File: config.mk
export PLATFORM = sky130hd
export DESIGN_NAME = i2s_tx_param
export DESIGN_NICKNAME = d
export VERILOG_FILES = /design/src/rtl/i2s_tx_param.sv
export SDC_FILE = /design/constraint.sdc
export NUM_CORES = 1
export LEC_CHECK = 0
export ABC_AREA = 1
export ABC_CLOCK_PERIOD_IN_PS = 4000
export BUFFER_PORTS_ARGS = -buffer_cell sky130_fd_sc_hd__buf_2
export CORE_MARGIN = 4
export CORE_UTILIZATION = 50
export CTS_BUF_LIST = sky130_fd_sc_hd__clkbuf_8 sky130_fd_sc_hd__clkbuf_16
export DETAILED_ROUTE_END_ITERATION = 8
export GPL_TIMING_DRIVEN = 0
export PLACE_DENSITY_LB_ADDON = 0.25
export SETUP_SLACK_MARGIN = 0.5
export SYNTH_ARGS = -nofsm -noshare
export SYNTH_HDL_FRONTEND = slang
export SYNTH_SLANG_ARGS = --single-unit
File: constraint.sdc
create_clock -name clk -period 4 [get_ports clk]
set_input_delay 0.6 -clock clk [delete_from_list [all_inputs] [get_ports clk]]
set_output_delay 0.6 -clock clk [all_outputs]
set_load 0.01 [all_outputs]
File: src/rtl/i2s_tx_param.sv
`default_nettype none
// +--------------------------------------------------------------------+
// | i2s_tx_param : parameterised I2S / left-justified serial transmitter |
// | Rev 1.0                                                              |
// +--------------------------------------------------------------------+
module i2s_tx_param #(
  parameter int DATA_W  = 16,
  parameter int SLOT_W  = 16,
  parameter int BCK_DIV = 4,
  parameter int MODE    = 0
) (
  input  logic              clk,
  input  logic              rst_n,
  input  logic              s_valid,
  output logic              s_ready,
  input  logic [DATA_W-1:0] s_left,
  input  logic [DATA_W-1:0] s_right,
  input  logic              mute,
  output logic              bck,
  output logic              ws,
  output logic              sdata,
  output logic              frame_tick,
  output logic              underrun
);

  localparam int DIV_W = (BCK_DIV > 1) ? $clog2(BCK_DIV) : 1;
  localparam int B_W   = $clog2(2 * SLOT_W);
  localparam logic [DIV_W-1:0] DIV_LAST = DIV_W'(BCK_DIV - 1);
  localparam logic [B_W-1:0]   B_LAST   = B_W'(2 * SLOT_W - 1);
  localparam logic [B_W-1:0]   SLOT_C   = B_W'(SLOT_W);
  localparam logic [B_W-1:0]   DATA_C   = B_W'(DATA_W);

  logic [DIV_W-1:0]    div_q, div_d;
  logic                bck_q, bck_d;
  logic [B_W-1:0]      b_q, b_d;
  logic [2*DATA_W-1:0] pending_q, pending_d;
  logic                pending_full_q, pending_full_d;
  logic [2*DATA_W-1:0] active_q, active_d;
  logic                ws_q, ws_d;
  logic                sdata_q, sdata_d;
  logic                delay_q, delay_d;
  logic                frame_tick_q, frame_tick_d;
  logic                underrun_q, underrun_d;

  logic                bck_wrap;
  logic                fall;
  logic                frame_start;
  logic                right_slot;
  logic [B_W-1:0]      pos;
  logic [DATA_W-1:0]   chan;
  logic [DATA_W-1:0]   chan_sh;
  logic                lj_bit;

  always_comb begin
    div_d          = div_q;
    bck_d          = bck_q;
    b_d            = b_q;
    pending_d      = pending_q;
    pending_full_d = pending_full_q;
    active_d       = active_q;
    ws_d           = ws_q;
    sdata_d        = sdata_q;
    delay_d        = delay_q;

    bck_wrap = (div_q == DIV_LAST);
    div_d    = bck_wrap ? '0 : div_q + DIV_W'(1);
    bck_d    = bck_wrap ? ~bck_q : bck_q;

    fall        = bck_wrap && bck_q;
    frame_start = fall && (b_q == B_LAST);
    if (fall) begin
      b_d = frame_start ? '0 : b_q + B_W'(1);
    end

    frame_tick_d = frame_start;
    underrun_d   = frame_start && !pending_full_q;

    // Frame-start consumption and the input handshake are exclusive on pending_full_q.
    if (frame_start) begin
      if (pending_full_q) begin
        active_d       = pending_q;
        pending_full_d = 1'b0;
      end
      if (mute) begin
        active_d = '0;
      end
    end
    if (s_valid && !pending_full_q) begin
      pending_d      = {s_left, s_right};
      pending_full_d = 1'b1;
    end

    right_slot = (b_d >= SLOT_C);
    pos        = right_slot ? b_d - SLOT_C : b_d;
    chan       = right_slot ? active_d[DATA_W-1:0] : active_d[2*DATA_W-1:DATA_W];
    chan_sh    = chan << pos;
    lj_bit     = (pos < DATA_C) ? chan_sh[DATA_W-1] : 1'b0;

    if (fall) begin
      ws_d    = right_slot;
      delay_d = lj_bit;
      sdata_d = (MODE == 1) ? lj_bit : delay_q;
    end
  end

  always_ff @(posedge clk or negedge rst_n) begin
    if (!rst_n) begin
      div_q          <= '0;
      bck_q          <= 1'b0;
      b_q            <= B_LAST;
      pending_q      <= '0;
      pending_full_q <= 1'b0;
      active_q       <= '0;
      ws_q           <= 1'b0;
      sdata_q        <= 1'b0;
      delay_q        <= 1'b0;
      frame_tick_q   <= 1'b0;
      underrun_q     <= 1'b0;
    end else begin
      div_q          <= div_d;
      bck_q          <= bck_d;
      b_q            <= b_d;
      pending_q      <= pending_d;
      pending_full_q <= pending_full_d;
      active_q       <= active_d;
      ws_q           <= ws_d;
      sdata_q        <= sdata_d;
      delay_q        <= delay_d;
      frame_tick_q   <= frame_tick_d;
      underrun_q     <= underrun_d;
    end
  end

  assign s_ready    = !pending_full_q;
  assign bck        = bck_q;
  assign ws         = ws_q;
  assign sdata      = sdata_q;
  assign frame_tick = frame_tick_q;
  assign underrun   = underrun_q;

endmodule
`default_nettype wire

==> run metrics <==
DIE WIDTH=97.1 um; final setup violation count=0; dpl cell area=4330 um2; synthesized area=3970 um2; Reg clk slew, reported paths=0.08 ns; vias in the first global route=3210; Hold Slack=0.134 ns; Setup Skew=0.00717 ns; IO Count=42; nets@finish=554; Syn Area/Cell=8.60 um2; setup_tns=0 ns; layout cell share with drive strength beyond 1=24.8%; largest net degree at the start of global routing=57; Synth Instances=462; Synth warnings=0; # fillers=672; GPL Wtd Cong=0.813; data arrival time at the worst-slack endpoint=2.81 ns; DR vias/cell=5.00; H-tree depth=3; max-cap violation count=0; Max Freq=397 MHz; sequential share of the synthesized area=49.3%; Post-Route WL=8760 um; global route overflow=0; synth unique cells=30; run status=completed; number of CTS-inserted buffers=9; core area=7730 um2; Residual DRC=0; Synth Net Count=501; post-cts repair resize count=0; Die Height=97.1 um; # diodes=0; Hold Crit Class=in2async; final instance area=4580 um2; Util after Layout=59.3%; Port Buf Inserts=41; most common cell after layout, fill and taps aside=nand2_1; CTS root buffer=clkbuf_8; Final Hold Fails=0; Vias=3109; WP data required=4.30 ns; Synth area leaders=dfrtp_1, nand2_1, mux2_2; Power Density=340 nW/um2; CP Launch Type=flip-flop; Max VDD drop=0.249 mV; Main synth FF type=dfrtp_1; first-pass GRT wire length=15400 um; drt pass-1 iters=5; die area=9430 um2; Area Overhead vs Synth=15.4%; Initial Utilization=51.4%; Initial DRC Count=181; Rel. slew slack=65.8%; postcts setup bufs=0; DP HPWL=6230 um; minimum clock period after layout=2.52 ns; GRT Total Usage=20.0%; antenna violations before repair=0; Leakage=2.47 nW; Final Max Slew Viols=0; number of enable flip-flop cells after synthesis=0; Sink Count=78; Antenna Nets Post-Route=0; Async SR Flop Fraction=100%; area leader, netlist=dfrtp_1; worst skew pair latency=0.35 ns; # hold bufs at CTS=0; Rows=32; actual slew at the worst max-slew pin=0.514 ns; RSZ-0062 raised after global routing=no; CP max FO=10; WS Path Type=reg2reg; most frequent cells in the layout=nand2_1, dfrtp_1, nand3_1; Crit. End Element=flip-flop; Yosys reg bits=78; CTS tree=built; CTS Buffer Depth=2; post-synth top area share=46.0%; Final period util=62.9%; WL per Instance=14.1 um
==> state kept, by name, indices dropped and copies added, names as in the netlist, 2 cells and up <==
signal     flops
active_q      32
pending_q     32
b_q            5
div_q          2
==> cells by family (layout without fill, tap and decap cells) <==
| kind of cell | Yosys count | count (layout) | synth area share, % |
|---|---|---|---|
| simple gates | 241 | 241 | 27.7 |
| flops | 78 | 78 | 49.3 |
| buf+inv | 78 | 136 | 8.88 |
| compound gates | 31 | 31 | 4.41 |
| mux | 31 | 31 | 8.79 |
| fa+ha+maj | 3 | 3 | 0.945 |
==> cell type report <==
| cell class | count | area (um2) | area share [%] |
|---|---|---|---|
| Timing Repair Buffer | 42 | 235 | 5.13 |
| Sequential cell | 78 | 1960 | 42.7 |
| Clock inverter | 6 | 110 | 2.40 |
| Clock buffer | 10 | 138 | 3.00 |
| Tap cell | 102 | 128 | 2.79 |
| Inverter | 59 | 226 | 4.94 |
| Multi-Input combinational cell | 306 | 1660 | 36.2 |
| Buffer | 19 | 126 | 2.76 |
==> per-layer routing <==
layer	GRT usage [%]	up-vias	wire, um
li1	-	1569	-
met1	28.0	1457	4190
met2	32.1	71	4030
met3	4.38	12	437
met4	4.43	0	98
met5	0	-	0
==> stage by stage <==
step / setup WS, ns / total power [W] / cells
floorplan: 1.90 / 0.000808 / 462
global placement: 1.58 / 0.000842 / 605
detailed placement: 1.53 / 0.000846 / 606
CTS: 1.52 / 0.00157 / 622
global route: 1.22 / 0.00161 / 622
finish: 1.48 / 0.00156 / 622
==> worst paths after layout <==
check	from	endpoint	slack, ns	cells after the start
hold reg to reg	div_q[0]$_DFF_PN0_	div_q[0]$_DFF_PN0_	0.44	1
hold / removal	rst_n	frame_tick$_DFF_PN0_	0.13	1
min in group clk	div_q[0]$_DFF_PN0_	div_q[0]$_DFF_PN0_	0.44	1
setup / recovery	b_q[1]$_DFF_PN1_	delay_q$_DFFE_PN0N_	1.48	15
max in group asynchronous	rst_n	b_q[0]$_DFF_PN1_	3.24	2
setup reg to reg	b_q[1]$_DFF_PN1_	delay_q$_DFFE_PN0N_	1.48	15
==> critical path, stage by stage, from the launching register on <==
cell	delay [ns]
dfstp_2	0.55
ha_1	0.18
nand2_1	0.07
nor2_1	0.10
ha_1	0.19
nand4_1	0.31
buf_2	0.32
nand2_1	0.10
nand3_1	0.08
nand3_1	0.09
nand3_1	0.10
nand3_1	0.08
nand2_1	0.07
nand2_1	0.06
nand3_1	0.08
nand2_1	0.06
==> synthesized netlist by cell type (5+ instances only) <==
| library cell | count |
|---|---|
| dfrtp_1 | 73 |
| o21ai_0 | 25 |
| buf_2 | 8 |
| nand3_1 | 61 |
| and2_1 | 16 |
| inv_2 | 5 |
| dfstp_2 | 5 |
| nor2_1 | 7 |
| mux2_2 | 31 |
| inv_1 | 53 |
| nand2_1 | 143 |
==> where the power goes <==
| part | internal (W) | total [W] | switching (W) |
|---|---|---|---|
| combinational | 0.0000162 | 0.0000407 | 0.0000245 |
| sequential | 0.000788 | 0.000788 | 0 |
| clock | 0.000431 | 0.000729 | 0.000298 |
| total | 0.00123 | 0.00156 | 0.000323 |
Note: power is estimated with default switching activity, not from simulation.
